[src/rtl/traffic_light_sequencer.sv]
// -----------------------------------------------------------------------------
// traffic_light_sequencer
//
// Light-phase controller on the far side of the phase timer handshake. It
// watches the timer's go-yellow (i_nextLight) and phase-done (i_newState)
// levels, sequences the north-south / east-west lamps through
// green -> yellow -> all-red, and inserts a pedestrian walk interval (framed
// by all-red on both sides) whenever a button press has been latched.
//
// Ports
//   i_clk          system clock
//   i_nreset       asynchronous reset, active-high (1 = in reset)
//   i_newState     timer phase-done level, rising edge used
//   i_nextLight    timer go-yellow level, rising edge used
//   i_pedRequest   asynchronous pedestrian push-button, active-high
//   o_countEnable  lets the timer advance (low only during all-red)
//   o_nsLights     north-south lamps {red, yellow, green}
//   o_ewLights     east-west lamps {red, yellow, green}
//   o_pedWalk      pedestrian WALK lamp
//   o_pedWaiting   a pedestrian request is latched and not yet served
//   o_phase        current state code, for debug
//
// State table
//   state     | code | meaning
//   NS_GREEN  |  0   | NS green, EW red, timer running
//   NS_YELLOW |  1   | NS yellow, EW red, waiting for phase-done
//   ALL_RED   |  2   | both red for ALLRED_CYCLES, timer held
//   EW_GREEN  |  3   | EW green, NS red, timer running
//   EW_YELLOW |  4   | EW yellow, NS red, waiting for phase-done
//   PED_WALK  |  5   | both red, WALK lit until the go-yellow edge
//   (6, 7)    |  -   | illegal, recovers to ALL_RED
// -----------------------------------------------------------------------------
module traffic_light_sequencer #(
   parameter int ALLRED_CYCLES = 50000000,
   parameter int CNT_W         = 26
) (
   input  logic       i_clk,
   input  logic       i_nreset,
   input  logic       i_newState,
   input  logic       i_nextLight,
   input  logic       i_pedRequest,
   output logic       o_countEnable,
   output logic [2:0] o_nsLights,
   output logic [2:0] o_ewLights,
   output logic       o_pedWalk,
   output logic       o_pedWaiting,
   output logic [2:0] o_phase
);

   typedef enum logic [2:0] {
      NS_GREEN  = 3'd0,
      NS_YELLOW = 3'd1,
      ALL_RED   = 3'd2,
      EW_GREEN  = 3'd3,
      EW_YELLOW = 3'd4,
      PED_WALK  = 3'd5
   } state_e;

   typedef enum logic {
      DIR_NS = 1'b0,
      DIR_EW = 1'b1
   } dir_e;

   localparam logic [2:0] LAMP_RED    = 3'b100;
   localparam logic [2:0] LAMP_YELLOW = 3'b010;
   localparam logic [2:0] LAMP_GREEN  = 3'b001;

   localparam logic [CNT_W-1:0] ALLRED_LAST = CNT_W'(ALLRED_CYCLES - 1);

   state_e           state_q, state_d;
   dir_e             dir_q, dir_d;
   logic [CNT_W-1:0] cnt_q, cnt_d;
   logic             ped_latch_q, ped_latch_d;
   logic             walk_done_q, walk_done_d;

   logic             new_prev_q;
   logic             next_prev_q;
   logic             ped_sync1_q;
   logic             ped_sync2_q;
   logic             ped_prev_q;

   logic             new_rise;
   logic             next_rise;
   logic             ped_rise;
   logic             entering_walk;

   // ---------------------------------------------------------------------------
   // Input conditioning
   // ---------------------------------------------------------------------------
   // The timer levels come from the same clock domain, so a single history
   // flop is enough. A level that is already high when a state is entered has
   // a high history bit and therefore yields no edge.
   assign new_rise  = i_newState  & ~new_prev_q;
   assign next_rise = i_nextLight & ~next_prev_q;

   // The push-button is asynchronous: two-flop synchronizer, then edge detect
   // on the synchronized copy.
   assign ped_rise  = ped_sync2_q & ~ped_prev_q;

   always_ff @(posedge i_clk or posedge i_nreset) begin
      if (i_nreset) begin
         new_prev_q  <= 1'b0;
         next_prev_q <= 1'b0;
         ped_sync1_q <= 1'b0;
         ped_sync2_q <= 1'b0;
         ped_prev_q  <= 1'b0;
      end else begin
         new_prev_q  <= i_newState;
         next_prev_q <= i_nextLight;
         ped_sync1_q <= i_pedRequest;
         ped_sync2_q <= ped_sync1_q;
         ped_prev_q  <= ped_sync2_q;
      end
   end

   // ---------------------------------------------------------------------------
   // State register
   // ---------------------------------------------------------------------------
   always_ff @(posedge i_clk or posedge i_nreset) begin
      if (i_nreset) begin
         state_q     <= ALL_RED;
         dir_q       <= DIR_NS;
         cnt_q       <= '0;
         ped_latch_q <= 1'b0;
         walk_done_q <= 1'b0;
      end else begin
         state_q     <= state_d;
         dir_q       <= dir_d;
         cnt_q       <= cnt_d;
         ped_latch_q <= ped_latch_d;
         walk_done_q <= walk_done_d;
      end
   end

   // ---------------------------------------------------------------------------
   // Next-state logic
   // ---------------------------------------------------------------------------
   // The all-red counter is held at zero outside ALL_RED, so every entry
   // starts counting from zero without a separate entry pulse.
   always_comb begin
      state_d = state_q;
      dir_d   = dir_q;
      cnt_d   = '0;

      case (state_q)
         NS_GREEN: begin
            if (new_rise || next_rise) begin
               state_d = NS_YELLOW;
            end
         end

         NS_YELLOW: begin
            if (new_rise) begin
               state_d = ALL_RED;
               dir_d   = DIR_EW;
            end
         end

         EW_GREEN: begin
            if (new_rise || next_rise) begin
               state_d = EW_YELLOW;
            end
         end

         EW_YELLOW: begin
            if (new_rise) begin
               state_d = ALL_RED;
               dir_d   = DIR_NS;
            end
         end

         ALL_RED: begin
            if (cnt_q == ALLRED_LAST) begin
               // A press detected on the very last all-red cycle still wins
               // this exit, even though the latch only shows it next cycle.
               if (ped_latch_q || ped_rise) begin
                  state_d = PED_WALK;
               end else if (dir_q == DIR_EW) begin
                  state_d = EW_GREEN;
               end else begin
                  state_d = NS_GREEN;
               end
            end else begin
               cnt_d = cnt_q + CNT_W'(1);
            end
         end

         PED_WALK: begin
            // Direction is left alone so the green that was due before the
            // walk follows the second all-red.
            if (new_rise) begin
               state_d = ALL_RED;
            end
         end

         default: begin
            state_d = ALL_RED;
         end
      endcase
   end

   // ---------------------------------------------------------------------------
   // Pedestrian latch and walk lamp
   // ---------------------------------------------------------------------------
   assign entering_walk = (state_d == PED_WALK) && (state_q != PED_WALK);

   always_comb begin
      ped_latch_d = ped_latch_q;
      if (entering_walk) begin
         ped_latch_d = 1'b0;
      end else if (ped_rise && (state_q != PED_WALK)) begin
         ped_latch_d = 1'b1;
      end
   end

   // WALK stays lit until the first go-yellow edge seen inside PED_WALK; the
   // flag is forced low everywhere else so each walk starts lit.
   always_comb begin
      walk_done_d = 1'b0;
      if (state_q == PED_WALK) begin
         walk_done_d = walk_done_q | next_rise;
      end
   end

   // ---------------------------------------------------------------------------
   // Output decode (from the state register only)
   // ---------------------------------------------------------------------------
   always_comb begin
      o_nsLights    = LAMP_RED;
      o_ewLights    = LAMP_RED;
      o_countEnable = 1'b0;
      o_pedWalk     = 1'b0;

      case (state_q)
         NS_GREEN: begin
            o_nsLights    = LAMP_GREEN;
            o_countEnable = 1'b1;
         end
         NS_YELLOW: begin
            o_nsLights    = LAMP_YELLOW;
            o_countEnable = 1'b1;
         end
         EW_GREEN: begin
            o_ewLights    = LAMP_GREEN;
            o_countEnable = 1'b1;
         end
         EW_YELLOW: begin
            o_ewLights    = LAMP_YELLOW;
            o_countEnable = 1'b1;
         end
         PED_WALK: begin
            o_countEnable = 1'b1;
            o_pedWalk     = ~walk_done_q;
         end
         default: begin
            o_nsLights    = LAMP_RED;
            o_ewLights    = LAMP_RED;
            o_countEnable = 1'b0;
            o_pedWalk     = 1'b0;
         end
      endcase
   end

   assign o_pedWaiting = ped_latch_q;
   assign o_phase      = state_q;

   // Safety properties: never two non-red directions, never WALK over traffic.
   a_no_conflict: assert property (@(posedge i_clk) disable iff (i_nreset)
      (o_nsLights == LAMP_RED) || (o_ewLights == LAMP_RED));

   a_walk_all_red: assert property (@(posedge i_clk) disable iff (i_nreset)
      !o_pedWalk || ((o_nsLights == LAMP_RED) && (o_ewLights == LAMP_RED)));

endmodule

[config.mk]
export PLATFORM = sky130hd
export DESIGN_NAME = traffic_light_sequencer
export DESIGN_NICKNAME = d
export VERILOG_FILES = /design/src/rtl/traffic_light_sequencer.sv
export SDC_FILE = /design/constraint.sdc
export NUM_CORES = 1
export LEC_CHECK = 0
export ABC_CLOCK_PERIOD_IN_PS = 6100
export BUFFER_PORTS_ARGS = -buffer_cell sky130_fd_sc_hd__buf_4
export CORE_UTILIZATION = 50
export DETAILED_ROUTE_END_ITERATION = 12
export PLACE_DENSITY = 0.7
export SETUP_SLACK_MARGIN = 0.15
export SLEW_MARGIN = 10
export SYNTH_ARGS = -nofsm -noshare
export SYNTH_HDL_FRONTEND = slang
export SYNTH_SLANG_ARGS = --single-unit
[constraint.sdc]
create_clock -name i_clk -period 6.1 [get_ports i_clk]
set_clock_uncertainty 0.2 [all_clocks]
set_input_delay 0.915 -clock i_clk [delete_from_list [all_inputs] [get_ports i_clk]]
set_output_delay 0.915 -clock i_clk [all_outputs]
set_load 0.01 [all_outputs]
# After elaboration in Yosys (flattened, before gate mapping)
# Index checks and enable logic that the tools add are counted.
# Widths: inputs -> output; s select.
# word_totals
regBits	37
output_inout_bits	12
# classes
add_sub_neg	1
n_eq_ne	10
n_mux	19
bitwise	8
reduce_logical	10
# op_table
operator	n
$mux 26	2
$add 26x1->26 const B	1
$eq 26x26->1 const B	1
$mux 3	5
$pmux 3 s2	2
$pmux 3 s4	1
$eq 3x3->1 const B	3
$mux 1	7
$eq 3x2->1 const B	2
$reduce_or 5->1	1
$ne 2x2->1 const B	2
$not 1->1	4
$reduce_bool 2->1	2
$and 1x1->1	3
$eq 3x1->1 const B	1
$logic_not 3->1	1
$ne 3x3->1 const B	1
$reduce_and 3->1	1
$reduce_or 3->1	1
$logic_and 1x1->1	2
$logic_or 1x1->1	2
$mux 2	1
$pmux 1 s2	1
$or 1x1->1	1

# Depth between registers and ports, before layout
# depth
ltp_word	9
ltp_mapped	8
depth_no_buf	5

# Least setup slack after synthesis
# Ideal clock, no wire load.
# synth_timing
path_kind	register -> output
from	register state_q[1] (netlist: o_phase[1])
to	output o_ewLights[2]
arrival_time_ns	1.183
t_required_ns	4.985
path_slack_ns	3.802
path_stages_with_launch	3
n_path_buf	0
path_cell_list	dfstp_2 -> nor3b_1 -> nor2_1
# synth_between
elab_chain_cells	2
word_cells_on_any_way	3
# synth_rtl
element	line	source
start: declaration	70	state_e state_q, state_d;
start signal: assignment	127	state_q <= state_d;
$eq 3x3->1 / $eq 3x2->1 (equally long branches)	234	case (state_q)
$pmux 3 s2 *	234	
end: declaration	44	output logic [2:0] o_ewLights,
# Every way passes the cells marked *; elsewhere a longest branch is shown, timed or not.

# Worst setup path after layout
# Ends and elaborated chain as after synthesis.

==> impl_metrics.env <==
export IMPL_slowest_stage="dfstp_2"
export IMPL_synth_fa_ha_area_frac=0.00657
export IMPL_avgSynthCellArea_um2=9.66
export IMPL_grt_pass1_vias=1591
export IMPL_hp_start="ped_sync1_q"
export IMPL_htree_levels=2
export IMPL_vias=1562
export IMPL_portBuffers=16
export IMPL_final_antenna_net_count=0
export IMPL_syn_to_final_growth_pct=12.6
export IMPL_synth_flop_cell="dfrtp_1"
export IMPL_nNetsFinal=219
export IMPL_syn_area_um2=1900
export IMPL_crit_fanout=10
export IMPL_final_max_slew_viol_count=0
export IMPL_worst_pin_slew_ns=0.980
export IMPL_hpwl_um=2900
export IMPL_syn_inst=197
export IMPL_hold_buffers=0
export IMPL_cp_num_buf_inv=1
export IMPL_overflow=0
export IMPL_drtIter0Drc=49
export IMPL_post_drt_wl_per_cell_um=15.8
export IMPL_ios=17
export IMPL_p_int_uw=384
export IMPL_fin_area_um2=2140
export IMPL_status="finished clean"
export IMPL_fmax_mhz=375
export IMPL_initial_core_util=0.520
export IMPL_drive_gt1_frac=0.140
export IMPL_drc=0
export IMPL_post_dp_cell_area_um2=2030
export IMPL_synthArstFlopShare=1.00
export IMPL_ff2ff_setup_slack_ns=3.49
export IMPL_grt_pass1_wl_um=7100
export IMPL_placed_cells=254
export IMPL_synth_simple_area_share=0.285
export IMPL_die_height_um=63.7
export IMPL_cp_start_kind="register"
export IMPL_grt_use_total=0.224
export IMPL_comb_power_share=0.022
export IMPL_fillers=327
export IMPL_grt_max_degree=38
export IMPL_clk_pin_slew_ns=0.08
export IMPL_leakagePower_uw=0.000894
export IMPL_diodes=0
export IMPL_path_class="reg -> out"
export IMPL_die_area_um2=4060
export IMPL_p_switching_uw=95.2
export IMPL_tns_ns=0
export IMPL_routed_wirelength_um=4140
export IMPL_setup_viol=0
export IMPL_relSlewSlack=0.347
export IMPL_cts_tree="built"
export IMPL_core_um2=3660
export IMPL_sw_frac_of_total=0.199
export IMPL_syn_nets=203
export IMPL_muxShareOfSynthArea=0
export IMPL_cts_buffers=5
export IMPL_seq_area_um2=927
export IMPL_synth_compound_area_frac=0.129
export IMPL_postCtsSetupRepairBufs=0
export IMPL_ctsResizeCount=0
export IMPL_path_cells="nor3b_1, nor2_1, buf_4"
export IMPL_r2r_cells=4
export IMPL_r2r_end="cnt_q[3]"
export IMPL_critPathArrivalTime_ns=1.55
export IMPL_hold_depth=0
export IMPL_cp_required_ns=4.98
export IMPL_power_per_cell_area_nw_per_um2=223
export IMPL_critPathCaptureType="output pin"
export IMPL_gp_congestion=0.807
export IMPL_std_cell_rows=22
export IMPL_die_w_um=63.7
export IMPL_final_hold_violation_count=0
export IMPL_hold_path_end="ped_sync2_q"
export IMPL_multi_input_area_um2=896
export IMPL_min_period_over_period=0.437
export IMPL_hp_class="reg -> reg"
export IMPL_vdd_drop_max_uv=145
export IMPL_ys_seq_area_frac=0.487
export IMPL_synth_edff_count=0
export IMPL_synth_top_family_by_area="simple AND/OR/NAND/NOR gates"
export IMPL_seq_power_share=0.517
export IMPL_fin_cells=262
export IMPL_dr_pass1_iters=4
export IMPL_rsz0062_at_grt="false"
export IMPL_clock_root_buffer="clkbuf_8"
export IMPL_ys_ff_latch=37
export IMPL_drv_cap=0
export IMPL_synth_xor_area_share=0.0506
export IMPL_antenna_found_initial=0
export IMPL_yosys_warnings=0
export IMPL_slowest_delay_ns=0.61
export IMPL_cts_sinks=37
export IMPL_ys_types=38
export IMPL_clockPowerShare=0.461
export IMPL_clk_path_buf_depth=2
export IMPL_worst_skew_pair_late_latency_ns=0.30
export IMPL_cp_top_family="flip-flops"
export IMPL_routed_via_density=5.96
export IMPL_finalCriticalPeriod_ns=2.67
export IMPL_worstReg2RegStart="cnt_q[18]"
[sequential cells by signal, indices dropped and copies added, names as in the netlist]
signal,count
next_prev_q,1
ped_prev_q,1
o_phase,3
dir_q,1
walk_done_q,1
o_pedWaiting,1
new_prev_q,1
cnt_q,26
ped_sync1_q,1
ped_sync2_q,1
[metrics by stage]
stage | util | total power [uW] | hold slack (ns) | setup slack (ns)
finish | 0.585 | 479 | 0.169 | 3.43
global route | 0.585 | 492 | 0.185 | 3.28
CTS | 0.585 | 483 | 0.176 | 3.44
detailed placement | 0.553 | 263 | 0.159 | 3.48
global placement | 0.553 | 262 | 0.136 | 3.60
floorplan | - | 258 | 0.131 | 3.80
[cells by family after synthesis]
family | Yosys count
adder cells (fa/ha/maj) | 1
flip-flops | 37
AO/OA/AOI/OAI | 39
buffers and inverters | 12
XOR/XNOR | 11
AND/OR/NAND/NOR | 97
[power by group through the flow]
stage / combinational, uW / sequential [uW] / clock [uW]
after floorplan: 6.14 / 252 / 0
after global placement: 10.2 / 252 / 0
after detailed placement: 10.7 / 252 / 0
after CTS: 10.7 / 248 / 225
after global routing: 12.0 / 248 / 232
final: 10.4 / 248 / 221
[metal layers]
| layer | routed length (um) | vias up | GRT usage | share of wire |
|---|---|---|---|---|
| met5 | 0 | - | 0 | 0 |
| met4 | 39 | 0 | 0.0682 | 0.0094 |
| met3 | 149 | 6 | 0.0562 | 0.036 |
| met2 | 2120 | 33 | 0.387 | 0.51 |
| met1 | 1830 | 778 | 0.273 | 0.44 |
| li1 | - | 745 | - | - |
[cells in the mapped netlist (2+ instances only)]
cell type	n	area (um^2)
o21ai_0	10	50.1
clkbuf_1	2	7.51
inv_1	4	15.0
nor2_1	23	86.3
buf_2	3	15.0
buf_6	2	22.5
dfrtp_1	36	901
xor2_1	10	87.6
nand2_1	14	52.6
nand3_1	10	50.1
and4_1	3	26.3
nor2b_1	4	25.0
and3_1	4	25.0
a21oi_1	16	80.1
or3_1	5	31.3
o31ai_1	7	52.6
or4_1	8	60.1
nand4_1	9	56.3
and2_1	5	31.3
nor4_1	2	12.5
nand2b_1	2	12.5
or2_2	2	12.5
[layout by cell type (no fill, tap or decap), types with 7 or more instances in the layout]
master / count
nor2_1: 23
nand3_1: 10
dfrtp_1: 36
nand2_1: 14
a21oi_1: 16
buf_4: 17
o31ai_1: 7
nand4_1: 9
o21ai_0: 10
xor2_1: 10
or4_1: 8
[layout make-up]
type / count / share of cell area
Inverter: 4 / 0.00701
Tap cell: 48 / 0.0280
Multi-Input combinational cell: 148 / 0.418
Sequential cell: 37 / 0.433
Clock buffer: 7 / 0.0403
Clock inverter: 1 / 0.0140
Timing Repair Buffer: 17 / 0.0596
[worst max-delay path by stage]
stage                    start       endpoint  slack (ns)  cells past startpoint
CTS                 o_phase[1]  o_ewLights[2]        3.44                      3
finish              o_phase[1]  o_ewLights[2]        3.43                      3
detailed placement   cnt_q[18]       cnt_q[5]        3.48                      4
global placement     cnt_q[18]       cnt_q[3]        3.60                      4
floorplan           o_phase[1]  o_ewLights[2]        3.80                      2
global route         cnt_q[18]       cnt_q[5]        3.28                      4
Note: power is estimated with default switching activity, not from simulation.
